File: src/rtl/obstacle_field_if.sv
// Pixel-query, control and status bundle between the playfield controller and
// the obstacle manager.
interface obstacle_field_if #(
    parameter int unsigned SPEED_W = 4
);
    logic               frame_tick;
    logic [SPEED_W-1:0] speed;
    logic               hit;
    logic               restart;
    logic [9:0]         x;
    logic [9:0]         y;
    logic               bean;
    logic [11:0]        bean_rgb;
    logic               frozen;
    logic               passed;

    modport master (
        output frame_tick, speed, hit, restart, x, y,
        input  bean, bean_rgb, frozen, passed
    );

    modport slave (
        input  frame_tick, speed, hit, restart, x, y,
        output bean, bean_rgb, frozen, passed
    );
endinterface

File: src/rtl/obstacle_field.sv
// Scrolling obstacle slots with LFSR respawn, freeze/restart control and a
// registered per-pixel hit/colour lookup for the VGA scan.
module obstacle_field #(
    parameter int unsigned N_OBJ     = 3,
    parameter int unsigned POS_W     = 12,
    parameter int unsigned SPEED_W   = 4,
    parameter int unsigned INIT_X0   = 250,
    parameter int unsigned INIT_GAP  = 250,
    parameter int unsigned GAP_MIN   = 200,
    parameter int unsigned OBJ_W     = 30,
    parameter int unsigned OBJ_H     = 40,
    parameter int unsigned FLOOR_Y   = 400,
    parameter int unsigned FLY_Y     = 320,
    parameter logic [15:0] LFSR_SEED = 16'hACE1,
    parameter logic [11:0] RGB_FLOOR = 12'h840,
    parameter logic [11:0] RGB_FLY   = 12'hC60
) (
    input  logic              clk,
    input  logic              reset,
    obstacle_field_if.slave   bus
);

    localparam int unsigned CW       = POS_W + 1;
    localparam int unsigned SW       = POS_W + 2;
    localparam int unsigned YW       = 11;
    localparam int unsigned SCREEN_W = 640;
    localparam logic [POS_W-1:0] POS_MAX   = '1;
    localparam logic [POS_W-1:0] TAIL_INIT = POS_W'(INIT_X0 + (N_OBJ - 1) * INIT_GAP);

    logic [POS_W-1:0] pos_q [N_OBJ];
    logic [POS_W-1:0] pos_d [N_OBJ];
    logic [N_OBJ-1:0] typ_q, typ_d;
    logic [POS_W-1:0] tail_q, tail_d;
    logic [15:0]      lfsr_q, lfsr_d;
    logic             frozen_q, frozen_d;
    logic             passed_q, passed_d;
    logic             bean_q, bean_d;
    logic [11:0]      rgb_q, rgb_d;

    logic [POS_W-1:0] spd, tail_dec, spawn_pos;
    logic [SW-1:0]    spawn_base, spawn_sum;
    logic             spawned;
    logic             pix_hit;
    logic [11:0]      pix_rgb;
    logic [CW-1:0]    px_x;
    logic [YW-1:0]    px_y, top;

    // Respawn target: behind the decremented tail (never on screen), plus gap and jitter.
    always_comb begin : spawn_calc
        spd        = POS_W'(bus.speed);
        tail_dec   = (tail_q >= spd) ? tail_q - spd : '0;
        spawn_base = (SW'(tail_dec) > SW'(SCREEN_W)) ? SW'(tail_dec) : SW'(SCREEN_W);
        spawn_sum  = spawn_base + SW'(GAP_MIN) + SW'(lfsr_q[7:0]);
        spawn_pos  = (spawn_sum > SW'(POS_MAX)) ? POS_MAX : spawn_sum[POS_W-1:0];
    end

    // Pixel hit test; lowest matching slot supplies the colour.
    always_comb begin : pixel_calc
        px_x    = CW'(bus.x);
        px_y    = YW'(bus.y);
        pix_hit = 1'b0;
        pix_rgb = '0;
        top     = '0;
        for (int i = 0; i < N_OBJ; i++) begin
            top = typ_q[i] ? YW'(FLY_Y) : YW'(FLOOR_Y);
            if (!pix_hit &&
                px_x >= CW'(pos_q[i]) && px_x < CW'(pos_q[i]) + CW'(OBJ_W) &&
                px_y >= top && px_y < top + YW'(OBJ_H)) begin
                pix_hit = 1'b1;
                pix_rgb = typ_q[i] ? RGB_FLY : RGB_FLOOR;
            end
        end
    end

    // Field next state: restart beats hit beats frame_tick.
    always_comb begin : next_state
        pos_d    = pos_q;
        typ_d    = typ_q;
        tail_d   = tail_q;
        frozen_d = frozen_q;
        passed_d = 1'b0;
        spawned  = 1'b0;
        lfsr_d   = {lfsr_q[0] ^ lfsr_q[2] ^ lfsr_q[3] ^ lfsr_q[5], lfsr_q[15:1]};
        bean_d   = pix_hit;
        rgb_d    = pix_rgb;

        if (bus.restart) begin
            for (int i = 0; i < N_OBJ; i++) begin
                pos_d[i] = POS_W'(INIT_X0 + i * INIT_GAP);
                typ_d[i] = 1'(i % 2);
            end
            tail_d   = TAIL_INIT;
            frozen_d = 1'b0;
            bean_d   = 1'b0;
            rgb_d    = '0;
        end else if (bus.hit) begin
            frozen_d = 1'b1;
        end else if (bus.frame_tick && !frozen_q) begin
            tail_d = tail_dec;
            for (int i = 0; i < N_OBJ; i++) begin
                if (pos_q[i] >= spd) begin
                    pos_d[i] = pos_q[i] - spd;
                end else if (!spawned) begin
                    pos_d[i] = spawn_pos;
                    typ_d[i] = lfsr_q[8];
                    tail_d   = spawn_pos;
                    spawned  = 1'b1;
                    passed_d = 1'b1;
                end else begin
                    pos_d[i] = '0;
                end
            end
        end
    end

    always_ff @(posedge clk or negedge reset) begin
        if (!reset) begin
            for (int i = 0; i < N_OBJ; i++) begin
                pos_q[i] <= POS_W'(INIT_X0 + i * INIT_GAP);
                typ_q[i] <= 1'(i % 2);
            end
            tail_q   <= TAIL_INIT;
            lfsr_q   <= LFSR_SEED;
            frozen_q <= 1'b0;
            passed_q <= 1'b0;
            bean_q   <= 1'b0;
            rgb_q    <= '0;
        end else begin
            pos_q    <= pos_d;
            typ_q    <= typ_d;
            tail_q   <= tail_d;
            lfsr_q   <= lfsr_d;
            frozen_q <= frozen_d;
            passed_q <= passed_d;
            bean_q   <= bean_d;
            rgb_q    <= rgb_d;
        end
    end

    assign bus.bean     = bean_q;
    assign bus.bean_rgb = rgb_q;
    assign bus.frozen   = frozen_q;
    assign bus.passed   = passed_q;

endmodule
File: src/flat_wrapper.sv
// flat-port wrapper written by rule: the top's interface ports become plain ports
module obstacle_field_flat 
#(
    parameter int unsigned N_OBJ     = 3,
    parameter int unsigned POS_W     = 12,
    parameter int unsigned SPEED_W   = 4,
    parameter int unsigned INIT_X0   = 250,
    parameter int unsigned INIT_GAP  = 250,
    parameter int unsigned GAP_MIN   = 200,
    parameter int unsigned OBJ_W     = 30,
    parameter int unsigned OBJ_H     = 40,
    parameter int unsigned FLOOR_Y   = 400,
    parameter int unsigned FLY_Y     = 320,
    parameter logic [15:0] LFSR_SEED = 16'hACE1,
    parameter logic [11:0] RGB_FLOOR = 12'h840,
    parameter logic [11:0] RGB_FLY   = 12'hC60
)
  (clk, reset, bus_frame_tick, bus_speed, bus_hit, bus_restart, bus_x, bus_y, bus_bean, bus_bean_rgb, bus_frozen, bus_passed);
  obstacle_field_if #(.SPEED_W(SPEED_W)) bus_i ();
  input  logic clk;
  input  logic reset;
  input wire logic [$bits(bus_i.frame_tick)-1:0] bus_frame_tick;
  input wire logic [$bits(bus_i.speed)-1:0] bus_speed;
  input wire logic [$bits(bus_i.hit)-1:0] bus_hit;
  input wire logic [$bits(bus_i.restart)-1:0] bus_restart;
  input wire logic [$bits(bus_i.x)-1:0] bus_x;
  input wire logic [$bits(bus_i.y)-1:0] bus_y;
  output wire logic [$bits(bus_i.bean)-1:0] bus_bean;
  output wire logic [$bits(bus_i.bean_rgb)-1:0] bus_bean_rgb;
  output wire logic [$bits(bus_i.frozen)-1:0] bus_frozen;
  output wire logic [$bits(bus_i.passed)-1:0] bus_passed;
  assign bus_i.frame_tick = bus_frame_tick;
  assign bus_i.speed = bus_speed;
  assign bus_i.hit = bus_hit;
  assign bus_i.restart = bus_restart;
  assign bus_i.x = bus_x;
  assign bus_i.y = bus_y;
  assign bus_bean = bus_i.bean;
  assign bus_bean_rgb = bus_i.bean_rgb;
  assign bus_frozen = bus_i.frozen;
  assign bus_passed = bus_i.passed;
  obstacle_field #(.N_OBJ(N_OBJ), .POS_W(POS_W), .SPEED_W(SPEED_W), .INIT_X0(INIT_X0), .INIT_GAP(INIT_GAP), .GAP_MIN(GAP_MIN), .OBJ_W(OBJ_W), .OBJ_H(OBJ_H), .FLOOR_Y(FLOOR_Y), .FLY_Y(FLY_Y), .LFSR_SEED(LFSR_SEED), .RGB_FLOOR(RGB_FLOOR), .RGB_FLY(RGB_FLY)) u_core (.clk(clk), .reset(reset), .bus(bus_i));
endmodule
File: config.mk
export PLATFORM = sky130hd
export DESIGN_NAME = obstacle_field_flat
export DESIGN_NICKNAME = d
export VERILOG_FILES = /design/src/rtl/obstacle_field_if.sv /design/src/rtl/obstacle_field.sv /design/src/flat_wrapper.sv
export SDC_FILE = /design/constraint.sdc
export NUM_CORES = 1
export LEC_CHECK = 0
export CORE_UTILIZATION = 40
export CTS_BUF_LIST = sky130_fd_sc_hd__clkbuf_8
export CTS_CLUSTER_DIAMETER = 150
export CTS_CLUSTER_SIZE = 24
export DETAILED_ROUTE_END_ITERATION = 8
export GPL_TIMING_DRIVEN = 0
export HOLD_SLACK_MARGIN = 0.15
export PLACE_DENSITY_LB_ADDON = 0.15
export SYNTH_ARGS = -nofsm -noshare
export SYNTH_HDL_FRONTEND = slang
export SYNTH_SLANG_ARGS = --single-unit
File: constraint.sdc
create_clock -name clk -period 9.2 [get_ports clk]
set_clock_uncertainty 0.1 [all_clocks]
set_input_delay 1.84 -clock clk [delete_from_list [all_inputs] [get_ports clk]]
set_output_delay 1.84 -clock clk [all_outputs]
set_load 0.1 [all_outputs]
Yosys cells after proc, flatten, opt, wreduce, memory -nomap -nowiden --
Cells that the tools add are included.
Cells by class: multiplexer cells 58, equality and inequality tests 6, magnitude comparators 18, reductions and logical operators 21, bitwise gates (word level) 3, add/sub/neg operators 12
Operators with widths (count):
- $mux 12 | 20
- $mux 36 | 3
- $ge 12x4->1 | 4
- $sub 12x4->12 | 4
- $add 12x5->13 const B | 3
- $lt 10x13->1 | 3
- $ge 10x12->1 | 3
- $add 11x6->11 const B | 3
- $ge 10x11->1 | 3
- $lt 10x11->1 | 3
- $mux 11 | 3
- $mux 1 | 26
- $mux 8 | 3
- $add 14x8->14 | 1
- $add 14x8->14 const B | 1
- $gt 14x12->1 const B | 1
- $gt 12x10->1 const B | 1
- $logic_and 1x1->1 | 12
- $ne 2x2->1 const B | 5
- $mux 3 | 3
- $reduce_and 4->1 | 2
- $reduce_bool 2->1 | 2
- $logic_not 1->1 | 3
- $reduce_and 3->1 | 1
- other kinds (3) | 5
Word-level totals: word-level logic and storage cells 130, output and inout port bits 15, register bits 82

Depth between registers and ports, before layout --
depth in word-level cells 19, mapped depth 26

Least setup slack after synthesis --
Ideal clock, no wire load.
path type in2reg, start input port bus_speed[0], end register u_core.pos_q[35] (netlist name), buffers on the path 1, stages 22, path slack 2472 ps, arrival time 6487 ps, cell sequence ha_1 -> fa_1 -> and2b_1 -> o21ai_0 -> or4_1 -> a21oi_1 -> o2111a_1 -> o211a_1 -> buf_2 -> nor3_1 -> ha_1 -> ha_1 -> inv_1 -> fa_1 -> nor2b_1 -> o21ai_0 -> a21boi_0 -> o21ai_0 -> a21oi_1 -> nor3b_1 -> mux2i_1 -> a31oi_1
On the way: word-level cells in the longest chain between the ends 12, elaborated cells between the ends (all ways) 15, classes of those cells add/sub (4); order compare (4); mux (7)
Ends and longest elaborated chain:
- start: declaration | RTL line flat_wrapper.sv:23 | input wire logic [$bits(bus_i.speed)-1:0] bus_speed;
- $sub 12x4->12 / $ge 12x4->1 (equally long branches) | RTL line obstacle_field.sv:51 | tail_dec = (tail_q >= spd) ? tail_q - spd : '0;
- $mux 12 | RTL line obstacle_field.sv:51
- $gt 12x10->1 | RTL line obstacle_field.sv:52 | spawn_base = (SW'(tail_dec) > SW'(SCREEN_W)) ? SW'(tail_dec) : SW'(SCREEN_W);
- $mux 12 | RTL line obstacle_field.sv:52
- $add 14x8->14 (2 in series) | RTL line obstacle_field.sv:53 | spawn_sum = spawn_base + SW'(GAP_MIN) + SW'(lfsr_q[7:0]);
- $gt 14x12->1 | RTL line obstacle_field.sv:54 | spawn_pos = (spawn_sum > SW'(POS_MAX)) ? POS_MAX : spawn_sum[POS_W-1:0];
- $mux 12 | RTL line obstacle_field.sv:54
- $mux 12 (*) | RTL line obstacle_field.sv:101 | if (pos_q[i] >= spd) begin
- $mux 36 (*) | RTL line obstacle_field.sv:98 | end else if (bus.frame_tick && !frozen_q) begin
- $mux 36 (*) | RTL line obstacle_field.sv:96 | end else if (bus.hit) begin
- $mux 36 (*) | RTL line obstacle_field.sv:87 | if (bus.restart) begin
- end signal: indexed assignment | RTL line obstacle_field.sv:119 | pos_q[i] <= POS_W'(INIT_X0 + i * INIT_GAP);
- end signal: assignment | RTL line obstacle_field.sv:129 | pos_q <= pos_d;
- end: declaration | RTL line obstacle_field.sv:30 | logic [POS_W-1:0] pos_q [N_OBJ];
Mark *: on every way between the ends. The rest lies on a longest branch, timed or not. The select of a mux whose other input is x is not followed. A chain may end at the register's enable or synchronous reset.

Final worst setup path --
Same ends and word-level chain as after synthesis.

==> metrics.md <==
| Metric | Value |
|---|---|
| Status | `finished, final reports clean` |
| PortBufs | `34` |
| Ordered cell list for the critical path | `clkdlybuf4s50_1 -> ha_1 -> fa_1 -> and2b_1 -> o21ai_0 -> and3_1 -> clkbuf_1 -> a21oi_1 -> o211ai_1 -> o211a_1 -> buf_2 -> nor3_1 -> ha_1 -> ha_1 -> inv_1 -> fa_1 -> nor2b_1 -> o21ai_0 -> a21boi_0 -> o21ai_0 -> a21oi_1 -> nor3b_1 -> mux2i_1 -> a31oi_1` |
| Maxcap violations | `0` |
| Vias in the first global route | `around 6000` |
| Synth unique cells | `between 80 and 90` |
| Sequential share of the synthesized area | `between 20% and 30%` |
| Post-DR vias/cell | `5.69` |
| Final Critical Period | `7.91 ns` |
| Final number of setup-violating endpoints | `0` |
| Antenna violations before repair | `0` |
| Clock sinks | `72` |
| # hold bufs at CTS | `0` |
| Max Root-Sink Buffers | `2` |
| Avg Cell Area, Syn | `8.42 um2` |
| Post-synth top area share | `18.2%` |
| Required time worst endpoint | `9.33 ns` |
| Fill count | `1762` |
| Post-route ant nets | `0` |
| Area Growth Syn to Fin | `12.5%` |
| CP Launch Type | `input pin` |
| Origin of the critical flop-to-flop path | `u_core.tail_q[1]$_DFFE_PN1P_` |
| Hold WS | `between 0.2 and 0.3 ns` |
| Initial Util | `41.1%` |
| Die X | `between 100 and 150 um` |
| Final Max Tran Viols | `0` |
| Met2 Track Usage GR | `between 30% and 40%` |
| Reg2Reg Setup Slack | `between 2 and 3 ns` |
| DRC Markers | `0` |
| CTS tree | `done` |
| Max rail drop VDD | `about 0.000085 V` |
| Setup ws final | `~1.3 ns` |
| Synth top area cells | `ha_1 (18%), dfrtp_1 (13%), dfstp_2 (13%), a21oi_1 (4.4%), xnor2_1 (4.4%)` |
| Hold-critical path endpoint | `u_core.lfsr_q[11]$_DFF_PN1_` |
| First-pass GRT wire length | `roughly 34000 um` |
| Peak-usage layer in the global routing report | `met2` |
| Total congestion overflow | `0` |
| R2r worst-path depth | `22` |
| Maximum clock frequency | `between 100 and 150 MHz` |
| Area leader, netlist | `ha_1` |
| NumNets Final | `slightly above 1000` |
| Layout cells sized above 1 | `about a tenth` |
| Worst slew pin tran | `~1.2 ns` |
| Mapped Cells | `848` |
| Worst Hold Class | `flop to flop` |
| Worst-Skew Late Latency | `about 0.37 ns` |
| CP peak stage delay | `approximately 0.6 ns` |
| WL/cell | `between 15 and 20 um` |
| CP Max Fanout | `9` |
| Fin crit share | `a little under nine tenths` |
| Hold_sp | `u_core.lfsr_q[12]$_DFF_PN0_` |
| H-tree Lvls | `3` |
| Largest net degree at the start of global routing | `44` |
| Final TNS setup | `0 ns` |
| Post-CTS Setup Bufs | `0` |
| Commonest non-fill, non-tap cell in the layout | `ha_1` |
| Leakage | `roughly 3.6 nW` |
| GP Congestion | `0.928` |
| CP arrival | `8.03 ns` |
| Post-synth top flop | `dfrtp_1` |
| Total wire length | `~21000 um` |
| Rel. slew slack | `between 10% and 20%` |
| Hpwl dp | `16700 um` |
| Ant. Diodes | `0` |
| Yosys reg bits | `72` |
| Slowest cell on crit path | `clkdlybuf4s50_1` |
| Async set-reset flop share out of synthesis | `100%` |
| DR pass1 iterations | `5` |
| Met3 Usage GRT | `3.70%` |
| CP endpoint kind | `flop` |
| Final hold vios | `0` |
| Yosys warnings | `0` |
| Vias | `between 6000 and 7000` |
| Worst slack, placed | `just over 1 ns` |
| GRT met1 Usage | `between 30% and 40%` |
| Post-Syn Area | `7140 um2` |
| Worst r2r dst | `u_core.pos_q[35]$_DFFE_PN0P_` |
| Pwr dens | `~120 nW/um2` |
| I/O pin cnt | `between 40 and 50` |
| Post-CTS sizing | `0` |
| Post-synth EDFFs | `0` |
| CTS buffer count | `9` |
| Initial drt markers | `around 360` |
| WS Path Type | `input pin to flop` |
| Std-Cell Rows | `48` |
| Core Region | `between 15000 and 20000 um2` |
| RSZ-0062 raised after global routing | `false` |
| Die span in y | `~140 um` |
| Final core occ | `46.3%` |
| DIE AREA | `around 18000 um2` |
| Clock-pin slew on the worst setup and hold paths | `roughly 0.09 ns` |
| Gr usage total | `about 25%` |
| Hold Path Stages | `0` |
| Root buffer cell | `clkbuf_8` |
| Commonest cells after routing, fill and taps aside | `ha_1 (104), nor2_1 (66), inv_1 (64), a21oi_1 (63), o21ai_0 (56)` |
[power breakdown]
| part | internal [mW] | leakage (nW) | total [mW] | switching (mW) |
|---|---|---|---|---|
| logic | 0.112 | 2.58 | 0.303 | 0.190 |
| clock network | 0.159 | 0.110 | 0.291 | 0.133 |
| registers | 0.327 | 0.879 | 0.337 | 0.00979 |
[worst max-delay path by stage]
stage / start / depth (start not counted) / to
after detailed placement: bus_speed[0] / 23 / u_core.pos_q[35]$_DFFE_PN0P_
after global routing: bus_speed[0] / 24 / u_core.pos_q[11]$_DFFE_PN0P_
after floorplan: bus_speed[0] / 22 / u_core.pos_q[35]$_DFFE_PN0P_
after global placement: bus_speed[0] / 24 / u_core.pos_q[35]$_DFFE_PN0P_
final: bus_speed[0] / 24 / u_core.pos_q[35]$_DFFE_PN0P_
after CTS: bus_speed[0] / 23 / u_core.pos_q[35]$_DFFE_PN0P_
[critical path: cells and delay by family]
kind            cells  cell delay [ns]
mux                 1             0.51
simple gates        5             1.17
buf+inv             4             1.17
fa+ha+maj           5             1.26
compound gates      9             2.08
[metrics by stage]
stage	instance area, um2	cells	power [mW]
2_1_floorplan	7160	855	0.539
4_1_cts	8030	1131	0.935
5_1_grt	8030	1131	0.983
3_5_place_dp	7810	1115	0.641
3_3_place_gp	7790	1114	0.638
6_report	8030	1131	0.931
[per-layer routing]
| layer | vias to the layer above | wire, um |
|---|---|---|
| met3 | 44 | 1270 |
| met1 | 3025 | 9800 |
| met2 | 193 | 9750 |
| li1 | 3171 | - |
| met4 | 0 | 600 |
| met5 | - | 0 |
[Yosys cell counts (6+ instances only)]
| cell | n |
|---|---|
| nand4_1 | 10 |
| dfrtp_1 | 37 |
| mux2i_1 | 6 |
| nor4_1 | 12 |
| nand2_1 | 50 |
| a211oi_1 | 10 |
| o21ai_0 | 56 |
| or3_1 | 7 |
| nor2b_1 | 11 |
| ha_1 | 104 |
| inv_1 | 63 |
| nor3_1 | 37 |
| o21bai_1 | 8 |
| buf_4 | 11 |
| nand2b_1 | 20 |
| a21oi_1 | 63 |
| a21o_1 | 21 |
| o211ai_1 | 6 |
| nand3_1 | 17 |
| a31oi_1 | 8 |
| nor2_1 | 66 |
| clkbuf_1 | 25 |
| dfstp_2 | 35 |
| or4_1 | 6 |
| xnor2_1 | 36 |
| o21a_1 | 7 |
| o22ai_1 | 11 |
[flip-flops by register name, summed over array words and instances (netlist names)]
signal / cells
u_core.bus.bean: 1
u_core.bus.bean_rgb: 2
u_core.bus.frozen: 1
u_core.typ_q: 3
u_core.lfsr_q: 16
u_core.tail_q: 12
u_core.pos_q: 36
u_core.bus.passed: 1
[cells by family (layout without fill, tap and decap cells)]
kind of cell | after synthesis | in the layout | synth area share, %
other | 1 | 8 | 0.0525
AO/OA/AOI/OAI | 246 | 246 | 22.4
flip-flops | 72 | 72 | 25.9
XOR/XNOR | 41 | 41 | 5.03
buffers and inverters | 107 | 158 | 6.56
adder cells (fa/ha/maj) | 109 | 109 | 19.6
multiplexers | 9 | 9 | 1.35
AND/OR/NAND/NOR | 263 | 263 | 19.1
[layout make-up]
type                       instances  area [um2]  share of cell area (%)
clock inverter                     6        83.8                    1.04
buffer                            44         231                    2.88
clock buffer                      10         138                    1.71
inverter                          63         236                    2.94
tap                              225         282                    3.50
timing repair buffer              35         365                    4.55
sequential                        72        1850                    23.0
multi-input combinational        676        4850                    60.4
No activity file was read; power rests on OpenSTA's default activity.
